### src/rtl/cpu_ctrl_pkg.sv
// Shared opcode encodings, FSM state type and opcode classification helpers
// for the ALU instruction sequencer.
package cpu_ctrl_pkg;

   localparam logic [4:0] OP_ADD  = 5'b00011;
   localparam logic [4:0] OP_SUB  = 5'b00100;
   localparam logic [4:0] OP_AND  = 5'b00101;
   localparam logic [4:0] OP_OR   = 5'b00110;
   localparam logic [4:0] OP_SHR  = 5'b00111;
   localparam logic [4:0] OP_SHRA = 5'b01000;
   localparam logic [4:0] OP_SHL  = 5'b01001;
   localparam logic [4:0] OP_ROR  = 5'b01010;
   localparam logic [4:0] OP_ROL  = 5'b01011;
   localparam logic [4:0] OP_MUL  = 5'b01111;
   localparam logic [4:0] OP_DIV  = 5'b10000;
   localparam logic [4:0] OP_NEG  = 5'b10001;
   localparam logic [4:0] OP_NOT  = 5'b10010;

   typedef enum logic [2:0] {
      IDLE  = 3'd0,
      S_LDY = 3'd1,
      S_EXE = 3'd2,
      S_WLO = 3'd3,
      S_WHI = 3'd4
   } state_t;

   // True for every opcode this sequencer knows how to run.
   function automatic logic is_legal(input logic [4:0] op);
      logic ok;
      case (op)
         OP_ADD, OP_SUB, OP_AND, OP_OR, OP_SHR, OP_SHRA, OP_SHL,
         OP_ROR, OP_ROL, OP_MUL, OP_DIV, OP_NEG, OP_NOT: ok = 1'b1;
         default:                                       ok = 1'b0;
      endcase
      return ok;
   endfunction

   // Unary ops take only ra, so the Y-load cycle is skipped.
   function automatic logic is_unary(input logic [4:0] op);
      return (op == OP_NEG) || (op == OP_NOT);
   endfunction

   // Ops producing a 64-bit result written to LO then HI.
   function automatic logic is_hilo(input logic [4:0] op);
      return (op == OP_MUL) || (op == OP_DIV);
   endfunction

endpackage

### src/rtl/reg_sel_decoder.sv
// Register-index to one-hot strobe decoder with enable.
module reg_sel_decoder #(
   parameter int NREG = 16,
   parameter int IDXW = 4
) (
   input  logic [IDXW-1:0] idx,
   input  logic            en,
   output logic [NREG-1:0] onehot
);

   // Raise exactly one bit when enabled, none otherwise.
   always_comb begin
      onehot = {NREG{1'b0}};
      if (en) begin
         onehot[idx] = 1'b1;
      end else begin
         onehot = {NREG{1'b0}};
      end
   end

endmodule

### src/rtl/alu_op_sequencer.sv
// Moore FSM sequencing one register-to-register ALU instruction through the
// datapath. Outputs are registered: they are decoded from the next state and
// next latched fields, so each strobe appears in the same cycle the state
// register holds that state, free of glitches.
module alu_op_sequencer
   import cpu_ctrl_pkg::*;
#(
   parameter int NREG = 16,
   parameter int IDXW = 4
) (
   input  logic            clock,
   input  logic            clear,
   input  logic            start,
   input  logic [4:0]      opcode,
   input  logic [IDXW-1:0] ra,
   input  logic [IDXW-1:0] rb,
   input  logic [IDXW-1:0] rc,
   input  logic            hold,
   output logic            busy,
   output logic            done,
   output logic            err,
   output logic [4:0]      ops,
   output logic [NREG-1:0] reg_out,
   output logic [NREG-1:0] reg_in,
   output logic            RYout,
   output logic            RYin,
   output logic            RZin,
   output logic            RZLOout,
   output logic            RZHIout,
   output logic            HIin,
   output logic            LOin
);

   state_t          state_r, state_s;
   logic [4:0]      op_r, op_s;
   logic [IDXW-1:0] ra_r, ra_s, rb_r, rb_s, rc_r, rc_s;

   logic            err_s, busy_s, done_s;
   logic [4:0]      ops_s;
   logic            out_en_s, in_en_s;
   logic [IDXW-1:0] out_idx_s, in_idx_s;
   logic [NREG-1:0] reg_out_s, reg_in_s;
   logic            ryout_s, ryin_s, rzin_s, rzlo_s, rzhi_s, hiin_s, loin_s;

   // State register and latched instruction fields.
   always_ff @(posedge clock or negedge clear) begin
      if (!clear) begin
         state_r <= IDLE;
         op_r    <= 5'b00000;
         ra_r    <= {IDXW{1'b0}};
         rb_r    <= {IDXW{1'b0}};
         rc_r    <= {IDXW{1'b0}};
      end else begin
         state_r <= state_s;
         op_r    <= op_s;
         ra_r    <= ra_s;
         rb_r    <= rb_s;
         rc_r    <= rc_s;
      end
   end

   // Next-state logic: accept in IDLE, freeze on hold, else advance.
   always_comb begin
      state_s = state_r;
      op_s    = op_r;
      ra_s    = ra_r;
      rb_s    = rb_r;
      rc_s    = rc_r;
      err_s   = 1'b0;
      if (state_r == IDLE) begin
         if (start && is_legal(opcode)) begin
            op_s    = opcode;
            ra_s    = ra;
            rb_s    = rb;
            rc_s    = rc;
            state_s = is_unary(opcode) ? S_EXE : S_LDY;
         end else begin
            err_s   = start;
         end
      end else if (hold) begin
         state_s = state_r;
      end else begin
         case (state_r)
            S_LDY:   state_s = S_EXE;
            S_EXE:   state_s = S_WLO;
            S_WLO:   state_s = is_hilo(op_r) ? S_WHI : IDLE;
            S_WHI:   state_s = IDLE;
            default: state_s = IDLE;
         endcase
      end
   end

   // Strobe decode for the state about to be entered.
   always_comb begin
      busy_s    = (state_s != IDLE);
      done_s    = 1'b0;
      ops_s     = 5'b00000;
      out_en_s  = 1'b0;
      out_idx_s = {IDXW{1'b0}};
      in_en_s   = 1'b0;
      in_idx_s  = {IDXW{1'b0}};
      ryout_s   = 1'b0;
      ryin_s    = 1'b0;
      rzin_s    = 1'b0;
      rzlo_s    = 1'b0;
      rzhi_s    = 1'b0;
      hiin_s    = 1'b0;
      loin_s    = 1'b0;
      case (state_s)
         S_LDY: begin
            out_en_s  = 1'b1;
            out_idx_s = rb_s;
            ryin_s    = 1'b1;
         end
         S_EXE: begin
            out_en_s  = 1'b1;
            out_idx_s = ra_s;
            ryout_s   = 1'b1;
            rzin_s    = 1'b1;
            ops_s     = op_s;
         end
         S_WLO: begin
            rzlo_s = 1'b1;
            if (is_hilo(op_s)) begin
               loin_s   = 1'b1;
            end else begin
               in_en_s  = 1'b1;
               in_idx_s = rc_s;
               done_s   = 1'b1;
            end
         end
         S_WHI: begin
            rzhi_s = 1'b1;
            hiin_s = 1'b1;
            done_s = 1'b1;
         end
         default: begin
            busy_s = 1'b0;
         end
      endcase
   end

   reg_sel_decoder #(.NREG(NREG), .IDXW(IDXW)) u_out_dec (
      .idx    (out_idx_s),
      .en     (out_en_s),
      .onehot (reg_out_s)
   );

   reg_sel_decoder #(.NREG(NREG), .IDXW(IDXW)) u_in_dec (
      .idx    (in_idx_s),
      .en     (in_en_s),
      .onehot (reg_in_s)
   );

   // Output register; async clear forces every strobe low at once.
   always_ff @(posedge clock or negedge clear) begin
      if (!clear) begin
         busy    <= 1'b0;
         done    <= 1'b0;
         err     <= 1'b0;
         ops     <= 5'b00000;
         reg_out <= {NREG{1'b0}};
         reg_in  <= {NREG{1'b0}};
         RYout   <= 1'b0;
         RYin    <= 1'b0;
         RZin    <= 1'b0;
         RZLOout <= 1'b0;
         RZHIout <= 1'b0;
         HIin    <= 1'b0;
         LOin    <= 1'b0;
      end else begin
         busy    <= busy_s;
         done    <= done_s;
         err     <= err_s;
         ops     <= ops_s;
         reg_out <= reg_out_s;
         reg_in  <= reg_in_s;
         RYout   <= ryout_s;
         RYin    <= ryin_s;
         RZin    <= rzin_s;
         RZLOout <= rzlo_s;
         RZHIout <= rzhi_s;
         HIin    <= hiin_s;
         LOin    <= loin_s;
      end
   end

endmodule

### config.mk
export PLATFORM = sky130hd
export DESIGN_NAME = alu_op_sequencer
export DESIGN_NICKNAME = d
export VERILOG_FILES = /design/src/rtl/cpu_ctrl_pkg.sv /design/src/rtl/reg_sel_decoder.sv /design/src/rtl/alu_op_sequencer.sv
export SDC_FILE = /design/constraint.sdc
export NUM_CORES = 1
export LEC_CHECK = 0
export ABC_AREA = 1
export CAP_MARGIN = 40
export CELL_PAD_IN_SITES_DETAIL_PLACEMENT = 0
export CELL_PAD_IN_SITES_GLOBAL_PLACEMENT = 1
export CORE_UTILIZATION = 37
export CTS_CLUSTER_SIZE = 8
export DETAILED_ROUTE_END_ITERATION = 8
export PLACE_DENSITY = 0.84
export SYNTH_ARGS = -nofsm -noshare
export SYNTH_HDL_FRONTEND = slang
export SYNTH_SLANG_ARGS = --single-unit
### constraint.sdc
create_clock -name clock -period 2.35 [get_ports clock]
set_input_delay 0.235 -clock clock [delete_from_list [all_inputs] [get_ports clock]]
set_output_delay 0.235 -clock clock [all_outputs]
set_load 0.05 [all_outputs]
==> flow_summary.toml, run 1 <==
[clocking]
cts_root_buffer = "clkbuf_8"
clk_pin_slew_ps = 60
htreeDepth = 3
cts_sinks = 65
cts_tree = "yes"
post_cts_buffers = 0
numCtsBuffers = 9
clk_path_buf_depth = 2
ctsResizeCount = 0
clk_latency_ps = 330
postCtsHoldBufs = 1

[floorplan]
die_area_um2 = 8070
rows = 31
io_pins = 68
die_x_um = 89.8
initial_core_util = 0.387
core_area_um2 = 7370
dieHeight_um = 89.8

[grt]
grt_antenna_before_repair = 0
grt_pass1_vias = 2187
grt_use_total = 0.158
grt_pass1_wl_um = 10000
grt_max_degree = 37
grt.overflow.total = 0

[synth]
syn_nets = 316
synth-seq-area-share = 0.570
synth_area_leaders = "dfrtp_1 (57%), nand2_1 (8.4%), nor2_1 (5.9%), inv_1 (4.5%), o21ai_2 (3.7%)"
post-synth-top-count-cell = "dfrtp_1"
synth_top_area_frac = 0.570
synth-async-reset-ratio = 1.00
syn_area_per_cell_um2 = 9.68
ys.warnings.count = 0
synth_cell_types = 25
ys_ff_latch = 65
syn_area_um2 = 2860
yosysTopAreaCell = "dfrtp_1"
synth_edf_count = 0
netlist_top_cells_count = "dfrtp_1 (65), nand2_1 (64), nor2_1 (45)"
yosys_most_used_dff = "dfrtp_1"
synthCells = 295

[sta]
fin_setup_tns_ps = 0
finalCritPeriodShare = 0.866
fin_worst_skew_ps = 7.34
setup_ws_ps = 316
hold-worst-slack_ps = 464
slew_headroom = 0.539
slew_violations = 0
max_freq_ghz = 0.492
fin_crit_ps = 2030
max_slew.worst_pin.slew_ps = 692
hold_viol = 0
setup_violations = 0
rsz0062_at_grt = "false"

[cells_and_area]
areaGrowthSynthToFinish_pct = 36.0
drive_above_1_share = 0.186
finalNetCount = 398
nFillCells = 702
instances_no_fill = 480
antenna_cells = 0

[power_and_ir_drop]
p_leak_nw = 1.96
powerDensity_nw_per_um2 = 1330
power_mw = 5.18
ir_drop_uv = 612

[worst_setup_path]
crit_fanout = 13
crit_path_start_kind = "flop"
crit_arrival_ps = 2290
r2r_start = "state_r[0]$_DFF_PN0_"
cp-end-kind = "flop"
required_ps = 2610
rrSetupSlack_ps = 320
crit_type = "reg -> reg"
r2r_end = "reg_out[5]$_DFF_PN0_"
reg2reg_depth = 13

[routing]
drt_iter0_markers = 79
drc = 0
routed_via_density = 4.42
routedWlPerCell_um = 12.0
first_pass_iters = 4
drt-total-wl_um = 5750
num_vias = 2122
drtAntennaViolNets = 0

[placement]
io_buffers = 67
place_congestion = 0.791
dp_cells = 464
post-dp-hpwl_um = 4380
place_ws_ps = 5.76

[min_path]
holdCritPathClass = "in -> reg"
hold_path.startpoint = "ra[0]"
whs_endpoint = "ra_r[0]$_DFF_PN0_"
holdPathStages = 3

[flow_run]
maxCapViolations = 0

[run_status]
status = "completed"
sequential cells by signal, indices dropped and copies added (netlist names):
name     flops
HIin         1
LOin         1
RYin         1
RZLOout      1
RZin         1
busy         1
done         1
err          1
op_r         5
ops          5
ra_r         4
rb_r         4
rc_r         4
reg_in      16
reg_out     16
state_r      3
worst max path at each step:
stage	start	end	slack (ps)	depth (start not counted)
3_3_place_gp	opcode[1]	reg_in[0]$_DFF_PN0_	-10	13
4_1_cts	state_r[0]$_DFF_PN0_	reg_out[5]$_DFF_PN0_	290	13
6_report	state_r[0]$_DFF_PN0_	reg_out[5]$_DFF_PN0_	320	13
5_1_grt	state_r[0]$_DFF_PN0_	reg_out[5]$_DFF_PN0_	140	13
3_5_place_dp	opcode[0]	reg_in[1]$_DFF_PN0_	6	13
2_1_floorplan	state_r[0]$_DFF_PN0_	reg_in[0]$_DFF_PN0_	610	13
cell families after synthesis:
family	share of synthesized area
buffers and inverters	0.0789
DFF	0.570
and+or+nand+nor	0.288
AOI/OAI and AO/OA	0.0635
power breakdown:
part           leakage (nW)  switching (mW)  internal (mW)  total, mW
clock network         0.102           0.393          0.539      0.932
logic                  1.00            1.84          0.833       2.67
registers             0.856           0.132           1.44       1.58
metrics by stage:
step                      utilization  instance area [um2]
after global placement          0.499                 3680
after detailed placement        0.499                 3680
after CTS                       0.527                 3880
after global routing            0.527                 3880
final                           0.527                 3880
after floorplan                     -                 2860
cells in the final DEF, fill, tap and decap left out, types with 10 or more instances in the layout:
master	synthesis	layout
clkdlybuf4s50_1	0	66
dfrtp_1	65	65
nand2_1	64	64
nor2_1	45	45
inv_1	34	34
nand3_1	15	15
o21ai_2	12	12
clkbuf_8	0	11
inv_2	10	10
nand4_1	10	10
metal layers:
| metal | global-route usage | routed length [um] | share of wire | up-vias |
|---|---|---|---|---|
| met2 | 0.269 | 2820 | 0.49 | 52 |
| li1 | - | - | - | 1092 |
| met1 | 0.193 | 2650 | 0.46 | 973 |
| met3 | 0.0448 | 246 | 0.043 | 5 |
| met5 | 0 | 0 | 0 | - |
| met4 | 0.0533 | 23 | 0.0040 | 0 |
final cells by class:
type,count,area (um2),share of cell area
clock inverter,3,40.0,0.0103
timing repair buffer,77,768,0.198
clock buffer,12,155,0.0400
multi-input combinational,180,1000,0.258
inverter,44,165,0.0425
tap,99,124,0.0319
sequential,65,1630,0.419
critical path: stages, from the launching register on:
cell	delay [ps]
dfrtp_1	440
nor2_2	140
nand2_2	100
nor2_8	110
nand3_4	160
buf_12	190
buf_4	160
nand2_1	80
o21ai_2	60
nand3_1	80
nand2_1	100
inv_2	80
nand2_1	110
nor2_1	140
No activity file was read; power rests on OpenSTA's default activity.
==> run 2: changes to the inputs <==
Settings changed: CELL_PAD_IN_SITES_DETAIL_PLACEMENT 0 to 1, CELL_PAD_IN_SITES_GLOBAL_PLACEMENT 1 to 2, CORE_UTILIZATION 37 to 30, SLEW_MARGIN set to 20.
==> flow_summary.toml, run 2 (synthesized netlist as in run 1, its figures left out) <==
[sta]
fin_worst_skew_ps = 9.96
finalCritPeriodShare = 0.878
max_freq_ghz = 0.484
max_slew.worst_pin.slew_ps = 519
hold_viol = 0
fin_crit_ps = 2060
setup_ws_ps = 286
slew_headroom = 0.653
rsz0062_at_grt = "false"
setup_violations = 0
slew_violations = 0

[grt]
grtUsageMet2 = 0.265
grt_util_met1 = 0.183
met3_usage = 0.0344
grt_pass1_vias = 2437
grt_max_degree = 66
grt_use_total = 0.153
grt_antenna_before_repair = 0
grt_pass1_wl_um = 11600
top_usage_layer = "met2"
grt.overflow.total = 0

[placement]
io_buffers = 67
postPlaceCellArea_um2 = 3720
dp_cells = 496
place_congestion = 0.769
place_ws_ps = -99.5
post-dp-hpwl_um = 4970

[worst_setup_path]
crit_arrival_ps = 2340
required_ps = 2620
crit_fanout = 11
cp-end-kind = "flop"
crit_path_start_kind = "flop"
crit_type = "reg -> reg"

[clocking]
htreeDepth = 3
cts_tree = "yes"
postCtsHoldBufs = 0
cts_root_buffer = "clkbuf_8"
clk_pin_slew_ps = 80
post_cts_buffers = 0
cts_sinks = 65
ctsResizeCount = 0
clk_latency_ps = 350
numCtsBuffers = 9
clk_path_buf_depth = 2

[power_and_ir_drop]
seqPwrFrac = 0.289
power_frac_comb = 0.498
p_switching_mw = 2.48
power_mw = 5.48
p_int_mw = 3.00
p_sw_frac = 0.452
ir_drop_uv = 428
p_leak_nw = 1.99
power.share.clock = 0.213
powerDensity_nw_per_um2 = 1370

[floorplan]
core_area_um2 = 9240
dieHeight_um = 99.6
initial_core_util = 0.309
die_x_um = 99.6
rows = 35
die_area_um2 = 9910
io_pins = 68

[routing]
num_vias = 2220
first_pass_iters = 4
routed_via_density = 4.32
drt_iter0_markers = 26
routedWlPerCell_um = 13.2
drc = 0
drt-total-wl_um = 6770
drtAntennaViolNets = 0

[cells_and_area]
finalNetCount = 401
postLayoutCellArea_um2 = 4000
areaGrowthSynthToFinish_pct = 40.0
drive_above_1_share = 0.195
antenna_cells = 0
instances_no_fill = 514
top_regs = "reg_in (16), reg_out (16)"
nFillCells = 1050
layout_commonest_cell = "clkdlybuf4s50_1"
mostFrequentLayoutCells = "clkdlybuf4s50_1 (66), dfrtp_1 (65), nand2_1 (64), nor2_1 (45), inv_1 (34)"
finish.utilization = 0.433

[flow_run]
maxCapViolations = 0

[min_path]
holdCritPathClass = "in -> async"

[run_status]
status = "completed"
## run 2: layout make-up
class                      count  area [um2]  share of cell area
inverter                      44         165              0.0413
tap                          129         161              0.0404
multi-input combinational    180        1000               0.251
clock buffer                  10         128              0.0319
clock inverter                 6         115              0.0288
timing repair buffer          80         798               0.200
sequential                    65        1630               0.407
## run 2: power groups by stage
stage	combinational, mW	clock (mW)	sequential (mW)
6_report	2.73	1.17	1.58
5_1_grt	2.99	1.24	1.62
4_1_cts	2.77	1.19	1.59
3_5_place_dp	2.74	0	1.61
3_3_place_gp	2.70	0	1.60
2_1_floorplan	1.38	0	2.16
## run 2: critical path, stage by stage, from the launching register on
cell	delay [ps]
dfrtp_1	440
nor2_2	140
nand2_2	100
nor2_8	110
nand3_4	160
buf_12	190
buf_4	170
o21ai_2	150
nand3_1	100
nand2_1	130
nand2_1	140
nor2_1	160
## run 2: worst paths after layout
check	depth (start not counted)	end	from	slack, ps
max reg2reg	11	reg_out[12]$_DFF_PN0_	state_r[0]$_DFF_PN0_	290
min	3	RZin$_DFF_PN0_	clear	330
max in group asynchronous	4	ra_r[3]$_DFF_PN0_	clear	1520
min in group clock	3	rb_r[2]$_DFF_PN0_	rb[2]	460
min reg2reg	2	rb_r[3]$_DFF_PN0_	rb_r[3]$_DFF_PN0_	490
max	11	reg_out[12]$_DFF_PN0_	state_r[0]$_DFF_PN0_	290
## run 2: through the flow
stage               TNS (ps)  hold WS (ps)
detailed placement     -1580           465
global placement        -806           462
finish                     0           330
CTS                        0           102
floorplan                  0         -60.6
global route               0           340
## run 2: routing by layer
metal | part of all wire | wire length (um) | vias up
met5 | 0 | 0 | -
met4 | 0.016 | 105 | 0
met3 | 0.032 | 217 | 9
met2 | 0.51 | 3430 | 47
met1 | 0.44 | 3010 | 1068
li1 | - | - | 1096
==> run 3: changes to the inputs <==
Settings changed: CORE_ASPECT_RATIO set to 1.25.
==> flow_summary.toml, run 3 (synthesized netlist as in run 1, its figures left out) <==
[routing]
drc = 0
drt_iter0_markers = 71
routed_via_density = 4.41
first_pass_iters = 4
drtAntennaViolNets = 0
drt-total-wl_um = 6680
num_vias = 2231
routedWlPerCell_um = 13.2

[clocking]
clk_pin_slew_ps = 50
numCtsBuffers = 9
cts_sinks = 65
htreeDepth = 3
cts_root_buffer = "clkbuf_16"
clk_latency_ps = 330
clk_path_buf_depth = 2
post_cts_buffers = 0
cts_tree = "yes"

[grt]
grt_antenna_before_repair = 0
grt_pass1_vias = 2326
grt.overflow.total = 0
grt_pass1_wl_um = 11000
grt_max_degree = 66
grt_use_total = 0.149

[sta]
fin_worst_skew_ps = 5.81
slew_headroom = 0.655
slew_violations = 0
max_freq_ghz = 0.482
hold_viol = 0
setup_violations = 0
fin_crit_ps = 2070
max_slew.worst_pin.slew_ps = 516
rsz0062_at_grt = "false"
hold-worst-slack_ps = 343
finalCritPeriodShare = 0.882
setup_ws_ps = 277

[min_path]
holdCritPathClass = "in -> async"

[cells_and_area]
mostFrequentLayoutCells = "clkdlybuf4s50_1 (66), dfrtp_1 (65), nand2_1 (64), nor2_1 (45), inv_1 (34)"
regArea_um2 = 1630
layout_commonest_cell = "clkdlybuf4s50_1"
top_regs = "reg_in (16), reg_out (16)"
areaGrowthSynthToFinish_pct = 42.4
antenna_cells = 0
drive_above_1_share = 0.193
multiInputGateArea_um2 = 1000
finalNetCount = 399
nFillCells = 1054

[placement]
place_congestion = 0.792
post-dp-hpwl_um = 5070
io_buffers = 67
place_ws_ps = -56.0

[run_status]
status = "completed"

[worst_setup_path]
cp-end-kind = "flop"
crit_fanout = 20
crit_type = "reg -> reg"
crit_arrival_ps = 2320
crit_path_start_kind = "flop"
required_ps = 2600

[power_and_ir_drop]
powerDensity_nw_per_um2 = 1430
p_leak_nw = 2.02
ir_drop_uv = 450

[flow_run]
maxCapViolations = 0

[floorplan]
core_area_um2 = 9170
initial_core_util = 0.311
rows = 39
io_pins = 68
die_area_um2 = 9910
die_x_um = 89.3
dieHeight_um = 111
[run 3: cell count changes in the layout (fill, tap and decap cells not counted)]
cell / previous run / this run
clkbuf_16: 0 / 9
buf_4: 10 / 7
inv_6: 1 / 0
bufinv_16: 3 / 2
clkinv_2: 0 / 2
clkbuf_8: 9 / 0
buf_12: 1 / 2
clkinv_4: 1 / 2
clkbuf_1: 1 / 0
[run 3: metal layers]
metal  share of wire  vias up  global-route usage  wire [um]
li1                -     1091                   -          -
met1            0.43     1073               0.181       2860
met2            0.51       55               0.243       3380
met3           0.047       12              0.0454        316
met4           0.018        0              0.0571        120
met5               0        -                   0          0
[run 3: layout make-up]
type,count,share of cell area
repair buffers,78,0.196
clock inverters,7,0.0234
multi-input cells,180,0.247
inverters,44,0.0406
well taps,123,0.0379
flip-flops and latches,65,0.400
clock buffers,9,0.0554
[run 3: timing repair]
item	CTS	global route
setup endpoints to repair	0	0
hold endpoints to repair	0	5
hold buffers	0	1
gates resized for setup	0	0
[run 3: final timing paths]
check                      depth (start not counted)                 start  slack, ps                   to
setup / recovery                                  11  state_r[0]$_DFF_PN0_        280  reg_in[4]$_DFF_PN0_
hold / removal                                     3                 clear        340  reg_in[9]$_DFF_PN0_
setup reg to reg                                  11  state_r[0]$_DFF_PN0_        280  reg_in[4]$_DFF_PN0_
hold reg to reg                                    2     ra_r[3]$_DFF_PN0_        470    ra_r[3]$_DFF_PN0_
max in group asynchronous                          4                 clear       1510    ra_r[3]$_DFF_PN0_
min in group clock                                 2     ra_r[3]$_DFF_PN0_        470    ra_r[3]$_DFF_PN0_
[run 3: critical path, cell delays in order, from the launching register on]
cell	delay, ps
dfrtp_1	430
nor2_2	130
nand2_2	100
nor2_8	160
nand3_4	230
nand2_1	130
nand2_1	110
nand3_2	140
nor2_4	60
nor2_8	180
nand4_2	150
nor2_1	180
[run 3: through the flow]
step                      TNS, ps   util  instance area, um2  power (mW)  cells
final                           0  0.443                4070        5.82    506
after global routing            0  0.443                4070        6.20    506
after CTS                       0  0.439                4030        5.89    504
after detailed placement    -1120  0.404                3710        4.46    488
after global placement          0  0.404                3710        4.39    488
after floorplan                 0      -                2860        3.54    295
[run 3: where the power goes]
part           leakage, nW  total, mW  internal, mW  switching [mW]
logic                 1.01       2.83         0.934            1.89
clock network        0.155       1.40         0.926           0.477
registers            0.856       1.59          1.45           0.144
total                 2.02       5.82          3.31            2.51
